[src/rtl/serial_frame_pkg.sv]
// Shared types and defaults for the serial frame receiver.
// The FSM state type and the parity helper live here so sub-blocks agree on them.
package serial_frame_pkg;

    localparam int DEFAULT_DATA_W    = 8;
    localparam bit DEFAULT_PARITY_EN = 1'b1;

    typedef enum logic [1:0] {
        IDLE   = 2'd0,
        DATA   = 2'd1,
        PARITY = 2'd2,
        STOP   = 2'd3
    } state_t;

    // Even-parity bit of a word up to 16 bits; narrower words are zero-extended.
    function automatic logic evenParity(input logic [15:0] word);
        return ^word;
    endfunction

endpackage

[src/rtl/rx_shift_reg.sv]
// Serial-in parallel-out capture register for the receiver's data bits.
// Bits arrive LSB first, so each new bit enters at the top and moves down.
module rx_shift_reg #(
    parameter int WIDTH = 8
) (
    input  logic             clk,
    input  logic             rst,
    input  logic             i_clear,
    input  logic             i_shiftEn,
    input  logic             i_serial,
    output logic [WIDTH-1:0] o_word
);

    logic [WIDTH-1:0] r_word;

    // After WIDTH shifts the first bit received sits in bit 0.
    always_ff @(posedge clk) begin
        if (rst) begin
            r_word <= '0;
        end else if (i_clear) begin
            r_word <= '0;
        end else if (i_shiftEn) begin
            r_word <= {i_serial, r_word[WIDTH-1:1]};
        end
    end

    assign o_word = r_word;

endmodule

[src/rtl/serial_frame_rx.sv]
// Serial frame receiver: start bit, LSB-first data, optional even parity, stop bit.
// One bit per clock; event outputs are registered one-cycle pulses.
module serial_frame_rx
    import serial_frame_pkg::*;
#(
    parameter int DATA_W    = DEFAULT_DATA_W,
    parameter bit PARITY_EN = DEFAULT_PARITY_EN
) (
    input  logic              clk,
    input  logic              rst,
    input  logic              din,
    output logic [DATA_W-1:0] data,
    output logic              valid,
    output logic              parity_err,
    output logic              frame_err,
    output logic              busy,
    output logic [7:0]        frame_cnt
);

    localparam int              CNT_W    = (DATA_W > 1) ? $clog2(DATA_W) : 1;
    localparam logic [CNT_W-1:0] LAST_BIT = CNT_W'(DATA_W - 1);

    state_t             r_state;
    state_t             w_nextState;
    logic [CNT_W-1:0]   r_bitCnt;
    logic               r_parityFlag;
    logic [DATA_W-1:0]  r_data;
    logic               r_valid;
    logic               r_parityErr;
    logic               r_frameErr;
    logic [7:0]         r_frameCnt;

    logic [DATA_W-1:0]  w_word;
    logic               w_lastBit;
    logic               w_parityMismatch;
    logic               w_clear;
    logic               w_shiftEn;
    logic               w_parityCheck;
    logic               w_frameGood;
    logic               w_frameBad;

    assign w_lastBit        = (r_bitCnt == LAST_BIT);
    assign w_parityMismatch = din ^ evenParity(16'(w_word));

    rx_shift_reg #(
        .WIDTH (DATA_W)
    ) u_shiftReg (
        .clk       (clk),
        .rst       (rst),
        .i_clear   (w_clear),
        .i_shiftEn (w_shiftEn),
        .i_serial  (din),
        .o_word    (w_word)
    );

    always_ff @(posedge clk) begin
        if (rst) begin
            r_state <= IDLE;
        end else begin
            r_state <= w_nextState;
        end
    end

    always_comb begin
        w_nextState = r_state;
        case (r_state)
            IDLE: begin
                if (!din) begin
                    w_nextState = DATA;
                end
            end
            DATA: begin
                if (w_lastBit) begin
                    if (PARITY_EN) begin
                        w_nextState = PARITY;
                    end else begin
                        w_nextState = STOP;
                    end
                end
            end
            PARITY: w_nextState = STOP;
            // A zero stop bit returns to IDLE without being read as a new start bit.
            STOP:   w_nextState = IDLE;
            default: w_nextState = IDLE;
        endcase
    end

    always_comb begin
        w_clear       = 1'b0;
        w_shiftEn     = 1'b0;
        w_parityCheck = 1'b0;
        w_frameGood   = 1'b0;
        w_frameBad    = 1'b0;
        case (r_state)
            IDLE:    w_clear       = ~din;
            DATA:    w_shiftEn     = 1'b1;
            PARITY:  w_parityCheck = 1'b1;
            STOP: begin
                w_frameGood = din;
                w_frameBad  = ~din;
            end
            default: w_clear = 1'b0;
        endcase
    end

    // Bit counter and parity flag restart with every accepted start bit.
    always_ff @(posedge clk) begin
        if (rst) begin
            r_bitCnt     <= '0;
            r_parityFlag <= 1'b0;
        end else if (w_clear) begin
            r_bitCnt     <= '0;
            r_parityFlag <= 1'b0;
        end else begin
            if (w_shiftEn) begin
                r_bitCnt <= r_bitCnt + CNT_W'(1);
            end
            if (w_parityCheck && w_parityMismatch) begin
                r_parityFlag <= 1'b1;
            end
        end
    end

    // Bad parity still delivers the word and counts the frame; only a bad stop is dropped.
    always_ff @(posedge clk) begin
        if (rst) begin
            r_data      <= '0;
            r_valid     <= 1'b0;
            r_parityErr <= 1'b0;
            r_frameErr  <= 1'b0;
            r_frameCnt  <= 8'd0;
        end else begin
            r_valid     <= w_frameGood;
            r_parityErr <= w_frameGood & r_parityFlag;
            r_frameErr  <= w_frameBad;
            if (w_frameGood) begin
                r_data     <= w_word;
                r_frameCnt <= r_frameCnt + 8'd1;
            end
        end
    end

    assign data       = r_data;
    assign valid      = r_valid;
    assign parity_err = r_parityErr;
    assign frame_err  = r_frameErr;
    assign busy       = (r_state != IDLE);
    assign frame_cnt  = r_frameCnt;

endmodule

[config.mk]
export PLATFORM = sky130hd
export DESIGN_NAME = serial_frame_rx
export DESIGN_NICKNAME = d
export VERILOG_FILES = /design/src/rtl/serial_frame_pkg.sv /design/src/rtl/rx_shift_reg.sv /design/src/rtl/serial_frame_rx.sv
export SDC_FILE = /design/constraint.sdc
export NUM_CORES = 1
export LEC_CHECK = 0
export ABC_CLOCK_PERIOD_IN_PS = 2450
export BUFFER_PORTS_ARGS = -buffer_cell sky130_fd_sc_hd__buf_2
export CELL_PAD_IN_SITES_DETAIL_PLACEMENT = 1
export CELL_PAD_IN_SITES_GLOBAL_PLACEMENT = 1
export CORE_ASPECT_RATIO = 1.25
export CORE_UTILIZATION = 29
export CTS_CLUSTER_DIAMETER = 60
export DETAILED_ROUTE_END_ITERATION = 6
export PLACE_DENSITY = 0.57
export SLEW_MARGIN = 20
export SYNTH_ARGS = -nofsm -noshare
export SYNTH_HDL_FRONTEND = slang
export SYNTH_SLANG_ARGS = --single-unit
export TNS_END_PERCENT = 30
[constraint.sdc]
create_clock -name clk -period 2.45 [get_ports clk]
set_input_delay 0.6125 -clock clk [delete_from_list [all_inputs] [get_ports clk]]
set_output_delay 0.6125 -clock clk [all_outputs]
set_load 0.005 [all_outputs]
==> results.py <==
metrics = {
    "final_layout": {
        "finalNonFillerCells": 228,
        "nFillCells": 535,
        "n_antenna_cell": 0,
        "layout_commonest_cell": "dfxtp_1",
        "fin_area_um2": 1629,
        "area_growth_pct": 16.56,
        "drive_above_1_share": 0.1882,
        "layout_common_cells": "33 x dfxtp_1, 23 x nor2_1, 22 x nand2_1, 22 x buf_2, 11 x mux2i_1",
        "nNetsFinal": 180,
    },
    "floorplan": {
        "dieWidth_um": 64.09,
        "die_y_um": 79.62,
        "fp-row-count": 27,
        "initial_utilization": 0.3087,
        "pin_count": 23,
        "design.die.area_um2": 5103,
        "core-area_um2": 4527,
    },
    "logic_synthesis": {
        "synth_seq_area_share": 0.4727,
        "yosysTopAreaCell": "dfxtp_1",
        "syn_area_per_cell_um2": 9.507,
        "ys_async_sr_fraction": 0,
        "netlist_area_um2": 1398,
        "synth_edf_count": 0,
        "ys_top_cells_by_area": "dfxtp_1 47%, mux2i_1 7.9%, ha_1 7.2%, nor2_1 6.2%, nand2_1 5.9%",
        "ys.flop_type": "dfxtp_1",
        "ys_types": 25,
        "synth_fp_nets": 158,
        "yosys_warnings": 0,
        "synth_top_area_share": 0.4727,
        "ys_seq_elements": 33,
        "synth_cells": 147,
    },
    "clock_network": {
        "post-cts-setup-buffers": 0,
        "insertion_delay_ns": 0.29,
        "cts_hold_buffers": 0,
        "cts-htree-levels": 2,
        "cts_buffers": 5,
        "clk_pin_slew_ns": 0.07,
        "cts_tree": "done",
        "ctsLongestPathBuffers": 2,
        "cts_resized": 0,
        "ctsRootBufferMaster": "clkbuf_8",
        "cts_sinks": 33,
    },
    "power": {
        "p_leak_nw": 0.6956,
        "p_per_area_nw_per_um2": 835.5,
        "irDropWorstVdd_mv": 0.2906,
        "finalPower_mw": 1.361,
    },
    "placed_design": {
        "port_buffers": 22,
        "finalWeightedCongestion": 0.6394,
        "hpwlAfterDp_mm": 2.132,
        "dp_cells": 220,
        "placed_cell_area_um2": 1546,
    },
    "routing": {
        "wl_per_cell_um": 12.81,
        "ant_nets": 0,
        "vias_per_cell": 4.649,
        "vias": 1060,
        "drtIter0Drc": 44,
        "routed_wl_mm": 2.920,
        "drcViolationCount": 0,
        "dr.pass1.iters": 2,
    },
    "status": {
        "status": "complete, no violations",
    },
    "critical_path": {
        "r2r-end": "r_state[1]",
        "cp-endpoint": "busy",
        "cp_data_required_time_ns": 1.84,
        "critical_path_class": "reg2out",
        "r2r_slack_ns": 0.72,
        "crit_arrival_ns": 1.19,
        "r2r_start": "r_state[1]",
        "path_max_fanout": 4,
        "end_kind": "primary output",
        "startpoint": "r_state[0]",
        "start_kind": "flip-flop",
        "rr_worst_depth": 5,
    },
    "global_route": {
        "grt_max_degree": 25,
        "grt_usage": 0.1319,
        "grt_pass1_wl_mm": 5.043,
        "grt_pass1_vias": 1094,
        "grt-ovfl-total": 0,
        "antenna_found_initial": 0,
    },
    "sta": {
        "tns_ns": 0,
        "clock_skew_ns": 0.005302,
        "rsz0062_at_grt": "no",
        "setup-violations-final": 0,
        "finalHoldViolations": 0,
        "tightest_slew_ns": 0.6808,
        "max_freq_mhz": 555.7,
        "holdWs_ns": 0.4516,
        "maxSlewViolCount": 0,
        "relSlewSlack": 0.5461,
        "finalCritPeriodShare": 0.7345,
        "min_period_ns": 1.800,
    },
    "job": {
        "cap_violations": 0,
    },
    "worst_hold_path": {
        "hold_path.class": "reg2reg",
    },
}
registers in the layout, indices dropped and copies added, names as in the netlist:
| name | flops |
|---|---|
| data | 8 |
| frame_cnt | 8 |
| frame_err | 1 |
| parity_err | 1 |
| r_bitCnt | 3 |
| r_parityFlag | 1 |
| r_state | 2 |
| u_shiftReg.o_word | 8 |
| valid | 1 |
synthesized netlist by cell type (2+ instances only):
library cell   n
mux2i_1       11
nand4_1        4
xnor3_1        2
clkbuf_1       3
xnor2_1        4
a21oi_1        9
inv_1          5
nand2_1       22
xor2_1         7
buf_2          3
ha_1           8
and3_1         2
dfxtp_1       33
nor2_1        23
stage by stage:
step           worst slack (ns)  utilization
2_1_floorplan             1.049            -
3_3_place_gp             0.6396       0.3416
3_5_place_dp             0.5829       0.3416
4_1_cts                  0.6323       0.3599
5_1_grt                  0.5311       0.3599
6_report                 0.6504       0.3599
per-layer routing:
layer,share of wire,routed length [µm],GRT usage
met1,0.41,1209,0.1339
met2,0.53,1539,0.2404
met3,0.038,111,0.03286
met4,0.020,59,0.08000
met5,0,0,0
where the power goes:
part           switching (mW)  total [mW]  internal (mW)
Combinational           0.198       0.355          0.157
Sequential             0.0324       0.604          0.571
Clock                   0.205       0.402          0.197
Total                   0.435        1.36          0.926
layout make-up:
type | instances | area (µm²) | share of cell area
tap | 58 | 72.57 | 0.04455
clock inverter | 2 | 10.01 | 0.006144
timing repair buffer | 22 | 110.1 | 0.06759
inverter | 5 | 18.77 | 0.01152
clock buffer | 6 | 72.57 | 0.04455
multi-input combinational | 102 | 684.4 | 0.4201
sequential | 33 | 660.6 | 0.4055
worst min path at each step:
| stage | end | start | depth (start not counted) | slack (ns) |
|---|---|---|---|---|
| 6_report | data[6] | data[6] | 2 | 0.45 |
| 4_1_cts | data[6] | data[6] | 2 | 0.46 |
| 3_3_place_gp | data[4] | data[4] | 2 | 0.44 |
| 5_1_grt | data[5] | data[5] | 2 | 0.47 |
| 3_5_place_dp | data[6] | data[6] | 2 | 0.44 |
| 2_1_floorplan | parity_err | r_parityFlag | 2 | 0.45 |
kinds of logic after synthesis:
group | Yosys count | synth area share
simple gates | 58 | 0.1844
flops | 33 | 0.4727
xor+xnor | 13 | 0.1012
compound gates | 12 | 0.05371
buf+inv | 12 | 0.03760
mux | 11 | 0.07879
fa+ha+maj | 8 | 0.07162
critical path, cell delays in order (launching register included):
cell and delay, ns:
dfxtp_1 0.40, inv_1 0.11, ha_1 0.24, inv_1 0.06, buf_2 0.10
No activity file was read; power rests on OpenSTA's default activity.
